**src/rtl/store_sequencer_pkg.sv**
```systemverilog
// Shared types for the data-memory store sequencer: store ops, FSM states
// and the access size of each op.
package store_sequencer_pkg;

  typedef enum logic [1:0] {
    STORE_OP_SB = 2'd0,
    STORE_OP_SH = 2'd1,
    STORE_OP_SW = 2'd2
  } StoreOp_t;

  typedef enum logic [1:0] {IDLE, LO, HI, FIN} StoreSeqState_t;

  localparam logic [2:0] STORE_SIZE_SB = 3'd1;
  localparam logic [2:0] STORE_SIZE_SH = 3'd2;
  localparam logic [2:0] STORE_SIZE_SW = 3'd4;

endpackage

```
**src/rtl/store_sequencer_lane_gen.sv**
```systemverilog
// Combinational lane generator: positions store data and byte enables across
// two adjacent words, flagging word-crossing stores and unknown ops.
module store_lane_gen
  import store_sequencer_pkg::*;
(
  input  logic [1:0]  i_off,
  input  StoreOp_t    i_op,
  input  logic [31:0] i_data,
  output logic [7:0]  o_wide_mask,
  output logic [63:0] o_wide_data,
  output logic        o_split,
  output logic        o_valid_op
);

  logic [2:0]  w_sz;
  logic [3:0]  w_base;
  logic [31:0] w_data_m;

  always_comb begin
    w_sz       = 3'd0;
    o_valid_op = 1'b0;
    case (i_op)
      STORE_OP_SB: begin w_sz = STORE_SIZE_SB; o_valid_op = 1'b1; end
      STORE_OP_SH: begin w_sz = STORE_SIZE_SH; o_valid_op = 1'b1; end
      STORE_OP_SW: begin w_sz = STORE_SIZE_SW; o_valid_op = 1'b1; end
      default:     begin w_sz = 3'd0;          o_valid_op = 1'b0; end
    endcase
  end

  // Bits above the access size are cleared so unused lanes always carry 0.
  assign w_base   = 4'((5'd1 << w_sz) - 5'd1);
  assign w_data_m = i_data & {{8{w_base[3]}}, {8{w_base[2]}}, {8{w_base[1]}}, {8{w_base[0]}}};

  assign o_wide_mask = {4'b0000, w_base} << i_off;
  assign o_wide_data = {32'h0, w_data_m} << {i_off, 3'b000};
  assign o_split     = |o_wide_mask[7:4];

endmodule

```
**src/rtl/store_sequencer.sv**
```systemverilog
// Store sequencer: turns one core store request into one or two word-aligned
// bus write beats and reports completion with a single done pulse.
//   state | meaning
//   IDLE  | ready for a new store
//   LO    | low (or only) beat on the bus
//   HI    | high beat of a word-crossing store
//   FIN   | done pulse, err as latched
module store_sequencer
  import store_sequencer_pkg::*;
#(
  parameter logic ALLOW_MISALIGNED = 1'b1
) (
  input  logic        clk,
  input  logic        resetn,
  input  logic        req_valid,
  output logic        req_ready,
  input  logic [31:0] req_addr,
  input  StoreOp_t    req_store_op,
  input  logic [31:0] req_data,
  output logic        mem_valid,
  input  logic        mem_ready,
  output logic [31:0] mem_addr,
  output logic [31:0] mem_wdata,
  output logic [3:0]  mem_wmask,
  output logic        done,
  output logic        err
);

  StoreSeqState_t r_state;
  logic        r_split;
  logic [31:0] r_hi_data;
  logic [3:0]  r_hi_mask;
  logic        r_mem_valid;
  logic [31:0] r_mem_addr;
  logic [31:0] r_mem_wdata;
  logic [3:0]  r_mem_wmask;
  logic        r_done;
  logic        r_err;

  logic [7:0]  w_wide_mask;
  logic [63:0] w_wide_data;
  logic        w_split;
  logic        w_valid_op;

  store_lane_gen u_lane_gen (
    .i_off       (req_addr[1:0]),
    .i_op        (req_store_op),
    .i_data      (req_data),
    .o_wide_mask (w_wide_mask),
    .o_wide_data (w_wide_data),
    .o_split     (w_split),
    .o_valid_op  (w_valid_op)
  );

  assign req_ready = resetn && (r_state == IDLE);

  always_ff @(posedge clk) begin
    if (!resetn) begin
      r_state     <= IDLE;
      r_split     <= 1'b0;
      r_hi_data   <= '0;
      r_hi_mask   <= '0;
      r_mem_valid <= 1'b0;
      r_mem_addr  <= '0;
      r_mem_wdata <= '0;
      r_mem_wmask <= '0;
      r_done      <= 1'b0;
      r_err       <= 1'b0;
    end else begin
      case (r_state)
        IDLE: if (req_valid) begin
          if (!w_valid_op || (w_split && !ALLOW_MISALIGNED)) begin
            r_state <= FIN;
            r_done  <= 1'b1;
            r_err   <= 1'b1;
          end else begin
            r_state     <= LO;
            r_mem_valid <= 1'b1;
            r_mem_addr  <= {req_addr[31:2], 2'b00};
            r_mem_wdata <= w_wide_data[31:0];
            r_mem_wmask <= w_wide_mask[3:0];
            r_split     <= w_split;
            r_hi_data   <= w_wide_data[63:32];
            r_hi_mask   <= w_wide_mask[7:4];
          end
        end
        LO: if (mem_ready) begin
          if (r_split) begin
            r_state     <= HI;
            r_mem_addr  <= r_mem_addr + 32'd4;
            r_mem_wdata <= r_hi_data;
            r_mem_wmask <= r_hi_mask;
          end else begin
            r_state     <= FIN;
            r_mem_valid <= 1'b0;
            r_done      <= 1'b1;
          end
        end
        HI: if (mem_ready) begin
          r_state     <= FIN;
          r_mem_valid <= 1'b0;
          r_done      <= 1'b1;
        end
        FIN: begin
          r_state <= IDLE;
          r_done  <= 1'b0;
          r_err   <= 1'b0;
        end
        default: r_state <= IDLE;
      endcase
    end
  end

  assign mem_valid = r_mem_valid;
  assign mem_addr  = r_mem_addr;
  assign mem_wdata = r_mem_wdata;
  assign mem_wmask = r_mem_wmask;
  assign done      = r_done;
  assign err       = r_err;

endmodule

```
**config.mk**
```make
export PLATFORM = sky130hd
export DESIGN_NAME = store_sequencer
export DESIGN_NICKNAME = d
export VERILOG_FILES = /design/src/rtl/store_sequencer_pkg.sv /design/src/rtl/store_sequencer_lane_gen.sv /design/src/rtl/store_sequencer.sv
export SDC_FILE = /design/constraint.sdc
export NUM_CORES = 1
export LEC_CHECK = 0
export CORE_MARGIN = 1
export CORE_UTILIZATION = 49
export DETAILED_ROUTE_END_ITERATION = 8
export PLACE_DENSITY_LB_ADDON = 0.3
export SLEW_MARGIN = 30
export SYNTH_ARGS = -nofsm -noshare
export SYNTH_HDL_FRONTEND = slang
export SYNTH_SLANG_ARGS = --single-unit
```
**constraint.sdc**
```tcl
create_clock -name clk -period 2.4 [get_ports clk]
set_input_delay 0.48 -clock clk [delete_from_list [all_inputs] [get_ports clk]]
set_output_delay 0.48 -clock clk [all_outputs]
set_load 0.01 [all_outputs]
```
==> qor.yml, run 1 <==
path_max_fanout: 6
post-route-drc-count: 0
powerDensity_mw_per_mm2: 1150
cts_hold_buffers: 0
synth_warnings: 0
initial_core_util_pct: 50.3
fin_crit_sh_pct: 95.3
syn_inst: 675
cts.clk_slew.worst_paths_ns: 0.10
finalCriticalPeriod_ns: 2.29
die_area_sq_mm: 0.0115
track_usage_pct: 32.7
placed_cell_area_sq_mm: 0.00722
cts-buffers-inserted: 9
r2r_slack_ns: 0.17
gp_congestion: 0.968
dieHeight_microns: 107
rsz0062_at_grt: "no"
antenna_found_initial: 0
drt-initial-drc-count: 509
critPathRequiredTime_ns: 1.92
endpoint_kind: "output pin"
cts_buffer_depth: 2
yosysSeqAreaShare_pct: 36.5
grt_pass1_vias: 5807
async_reset_ff_share_pct: 0
final_nets: 899
pre_cts_ws_ns: -0.245
cts.htree.levels: 3
synth_edf_count: 0
final_common_cell: "clkdlybuf4s50_1"
cts.sinks: 99
slew_viol_final: 0
grt_max_degree: 39
rows: 38
viasPerCell: 6.33
status: "finished, final reports clean"
core_region_area_sq_mm: 0.0108
drt_wl_total_mm: 18.5
ctsRootBufferMaster: "clkbuf_8"
criticalPathCategory: "reg -> out"
routedWlPerCell_microns: 19.2
fin_ws_ns: 0.112
peakVddDrop_mv: 0.612
drt-pass1-iter-count: 5
worst_clock_skew_ns: 0.00960
p_leak_uw: 0.00278
synth_ff_type: "dfxtp_1"
final-hold-violation-count: 0
pin_count: 142
design_area_sq_mm: 0.00743
die_w_microns: 107
crit_arrival_ns: 1.81
hpwl_mm: 13.2
io_buffer_count: 139
totalPowerFinal_uw: 8540
hp-class: "reg -> reg"
setup_viol: 0
syn-mean-instance-area_sq_um: 8.04
synthDistinctLibCells: 57
antenna_cells: 0
fin_setup_tns_ns: 0
tightest_slew_ns: 0.954
max_slew_margin_pct: 35.9
worstSkewPairLatency_ns: 0.37
synth_seq_cells: 99
synth_area_sq_mm: 0.00543
fmax_mhz: 437
area_delta_synth_final_pct: 37.0
final_cell_mix: "139 x clkdlybuf4s50_1, 99 x dfxtp_1, 87 x nor2_1"
overflow: 0
postRouteAntennaNets: 0
nFillCells: 865
maxCapViolCount: 0
num_vias: 6113
drive_above_1_share_pct: 11.8
grt_pass1_wl_mm: 29.6
cts_tree: "done"
crit_path_start_kind: "flip-flop"
## final timing paths
check / end / depth (start not counted) / start
min reg2reg: r_hi_mask[1] / 2 / r_hi_mask[1]
max reg2reg: mem_wdata[2] / 6 / r_state[1]
max: req_ready / 5 / r_state[1]
min: r_hi_mask[1] / 2 / r_hi_mask[1]
## kinds of logic (layout without fill, tap and decap cells)
kind of cell / count (synthesis) / in the layout / synth area share (%)
muxes: 22 / 22 / 4.33
adders and majority gates: 9 / 9 / 2.08
buffers and inverters: 74 / 223 / 5.86
AOI/OAI and AO/OA: 194 / 194 / 25.1
and+or+nand+nor: 275 / 275 / 25.8
DFF: 99 / 99 / 36.5
xor gates and xnor gates: 1 / 1 / 0.161
other: 1 / 2 / 0.0691
## synthesized netlist by cell type, types with 10 or more instances
| cell | instances | area, sq um |
|---|---|---|
| and3_1 | 11 | 68.8 |
| a22o_1 | 12 | 105 |
| nand3_1 | 36 | 180 |
| a22oi_1 | 21 | 158 |
| nor2b_1 | 13 | 81.3 |
| mux2_2 | 11 | 124 |
| inv_1 | 15 | 56.3 |
| clkbuf_1 | 30 | 113 |
| nor2_1 | 87 | 327 |
| dfxtp_1 | 99 | 1980 |
| nor3_1 | 42 | 210 |
| mux2i_1 | 10 | 100 |
| a221oi_1 | 28 | 245 |
| buf_2 | 20 | 100 |
| nand2_1 | 37 | 139 |
| o21ai_0 | 29 | 145 |
| nand4_1 | 12 | 75.1 |
| a21oi_1 | 36 | 180 |
## worst max-delay path, stage by stage (launching register included)
cell,delay (ns)
dfxtp_1,0.34
inv_1,0.19
ha_4,0.20
inv_1,0.07
nor2_1,0.10
clkdlybuf4s50_1,0.54
## what timing repair did
| action | 4_1_cts | 5_1_grt |
|---|---|---|
| pin swaps | 0 | 0 |
| setup buffers | 0 | 0 |
| gates resized for setup | 1 | 3 |
| endpoints found under the setup margin | 1 | 2 |
## area by class of cell
cell class / count / area [sq um] / share of cell area [%]
clock buffer: 9 / 124 / 1.67
clock inverter: 7 / 75.1 / 1.01
inverter: 16 / 60.1 / 0.808
multi-input combinational: 503 / 3180 / 42.8
sequential: 99 / 1980 / 26.7
tap: 140 / 175 / 2.36
timing repair buffer: 191 / 1830 / 24.6
## layer usage
metal	global-route usage (%)	share of wire, %
met1	40.9	39
met2	54.8	48
met3	4.56	8.9
met4	16.5	4.0
met5	0	0
## power by group
part | total [uW] | internal (uW) | switching (uW) | leakage [uW]
Combinational | 4790 | 2250 | 2540 | 0.00186
Clock | 1110 | 490 | 624 | 0.000104
Sequential | 2640 | 2130 | 504 | 0.000809
## per-stage QoR
stage / utilization, % / instances / hold WS (ns)
after floorplan: - / 676 / 0.432
after global placement: 66.9 / 949 / 0.446
after detailed placement: 66.9 / 949 / 0.454
after CTS: 68.7 / 965 / 0.467
after global routing: 68.9 / 965 / 0.485
final: 68.9 / 965 / 0.466
## flip-flops by register name (all words and copies together), names as in the netlist
name and count:
mem_wdata 32, mem_addr 30, r_hi_data 24, mem_wmask 4
r_hi_mask 3, r_state 2, done 1, err 1
mem_valid 1, r_split 1
Note: power is estimated with default switching activity, not from simulation.
==> inputs of run 2 (changes only) <==
--- a/config.mk
+++ b/config.mk
@@ -9,6 +9,7 @@
 export CORE_UTILIZATION = 49
 export DETAILED_ROUTE_END_ITERATION = 8
 export PLACE_DENSITY_LB_ADDON = 0.3
+export RECOVER_POWER = 50
 export SLEW_MARGIN = 30
 export SYNTH_ARGS = -nofsm -noshare
 export SYNTH_HDL_FRONTEND = slang
==> run 2 against run 1 <==
Net effect:
- cell area down 0.13%
- core utilization down 0.093 points
- highest routed layer unchanged
- clock power about the same
- critical endpoint unchanged
==> qor.yml, run 2 (synthesis gave the netlist of run 1 again) <==
crit_arrival_ns: 1.81
critPathRequiredTime_ns: 1.92
core_region_area_sq_mm: 0.0108
overflow: 0
crit_path_start_kind: "flip-flop"
tightest_slew_ns: 0.951
rows: 38
placed_cell_area_sq_mm: 0.00722
grt_max_degree: 39
final_common_cell: "dfxtp_1"
ff2ff_path_depth: 6
criticalPathCategory: "reg -> out"
nFillCells: 870
cts_hold_buffers: 0
io_buffer_count: 139
setup_viol: 0
die_w_microns: 107
grt_pass1_wl_mm: 29.6
fin_crit_sh_pct: 95.4
crit_chain: "inv_1 -> ha_4 -> inv_1 -> nor2_1 -> clkdlybuf4s50_1"
viasPerCell: 6.30
final-hold-violation-count: 0
worst_clock_skew_ns: 0.00847
initial_core_util_pct: 50.3
ctsRootBufferMaster: "clkbuf_8"
max_slew_margin_pct: 36.1
finalCriticalPeriod_ns: 2.29
cp.depth: 5
antenna_cells: 0
design_area_sq_mm: 0.00742
die_area_sq_mm: 0.0115
area_delta_synth_final_pct: 36.8
final_cell_mix: "99 x dfxtp_1, 87 x nor2_1, 70 x clkdlybuf4s50_1"
cts-buffers-inserted: 9
post-route-drc-count: 0
endpoint_kind: "output pin"
crit_top_cell: "inv_1"
path_max_fanout: 6
status: "finished, final reports clean"
routedWlPerCell_microns: 19.0
powerDensity_mw_per_mm2: 1130
grt_pass1_vias: 5807
ff_latch_area_sq_mm: 0.00198
cts_tree: "done"
fin_ws_ns: 0.110
final_nets: 899
hpwl_mm: 13.2
path_delay_family: "buffers and inverters"
cts_buffer_depth: 2
slowest_delay_ns: 0.55
gp_congestion: 0.968
drt-initial-drc-count: 487
dieHeight_microns: 107
peakVddDrop_mv: 0.579
hold_path_depth: 2
cts_resized: 1
pin_count: 142
maxCapViolCount: 0
antenna_found_initial: 0
cts.clk_slew.worst_paths_ns: 0.10
track_usage_pct: 32.7
postRouteAntennaNets: 0
rsz0062_at_grt: "no"
worstSkewPairLatency_ns: 0.37
drt_wl_total_mm: 18.4
p_leak_uw: 0.00297
drive_above_1_share_pct: 11.5
slew_viol_final: 0
cts.sinks: 99
critPathBufInv: 3
multiInputGateArea_sq_mm: 0.00318
cts_setup_buffers: 0
fmax_mhz: 437
cts.htree.levels: 3
hp-class: "reg -> reg"
num_vias: 6083
slowest_stage: "clkdlybuf4s50_1"
drt-pass1-iter-count: 5
largest_reg_flops: 32
pre_cts_ws_ns: -0.245
## run 2: changes by cell type in the layout (fill, tap and decap cells not counted)
cell / change
buf_4: -3
clkbuf_1: +2
clkbuf_2: +1
clkdlybuf4s50_1: -69
dlygate4sd3_1: +69
## run 2: final timing paths
path	to	slack, ns	startpoint
worst max-delay path	req_ready	0.11	r_state[1]
worst max register to register	mem_wdata[2]	0.17	r_state[1]
worst min register to register	r_hi_mask[1]	0.47	r_hi_mask[1]
worst min-delay path	r_hi_mask[1]	0.47	r_hi_mask[1]
## run 2: cell type report
class / count / share of cell area (%)
clock inverters: 7 / 1.01
repair buffers: 191 / 24.5
flip-flops and latches: 99 / 26.7
inverters: 16 / 0.809
multi-input cells: 503 / 42.9
well taps: 140 / 2.36
clock buffers: 9 / 1.67
## run 2: power by group
group          internal (uW)  leakage [uW]  switching (uW)
logic                   2100       0.00205            2540
registers               2130      0.000809             479
clock network            490      0.000104             620
total                   4720       0.00297            3640
## run 2: per-stage QoR
stage | setup TNS (ns) | total power, uW | utilization (%) | cells | hold slack [ns]
after floorplan | 0 | 5110 | - | 676 | 0.432
after global placement | -4.36 | 7250 | 66.9 | 949 | 0.446
after global routing | 0 | 8940 | 68.8 | 965 | 0.485
after CTS | 0 | 8480 | 68.7 | 965 | 0.467
final | 0 | 8360 | 68.8 | 965 | 0.466
after detailed placement | -5.78 | 7360 | 66.9 | 949 | 0.454
## run 2: metal layers
metal	routed length, microns	global-route usage [%]	part of all wire [%]
met1	7280	40.9	40
met2	8810	54.8	48
met3	1590	4.56	8.7
met4	694	16.5	3.8
met5	0	0	0
## run 2: worst register-to-register path, stage by stage, from the launching register on
cell	delay, ns
dfxtp_1	0.38
inv_1	0.14
ha_2	0.30
buf_4	0.19
nor4_2	0.78
a221oi_1	0.19
nor3_1	0.18
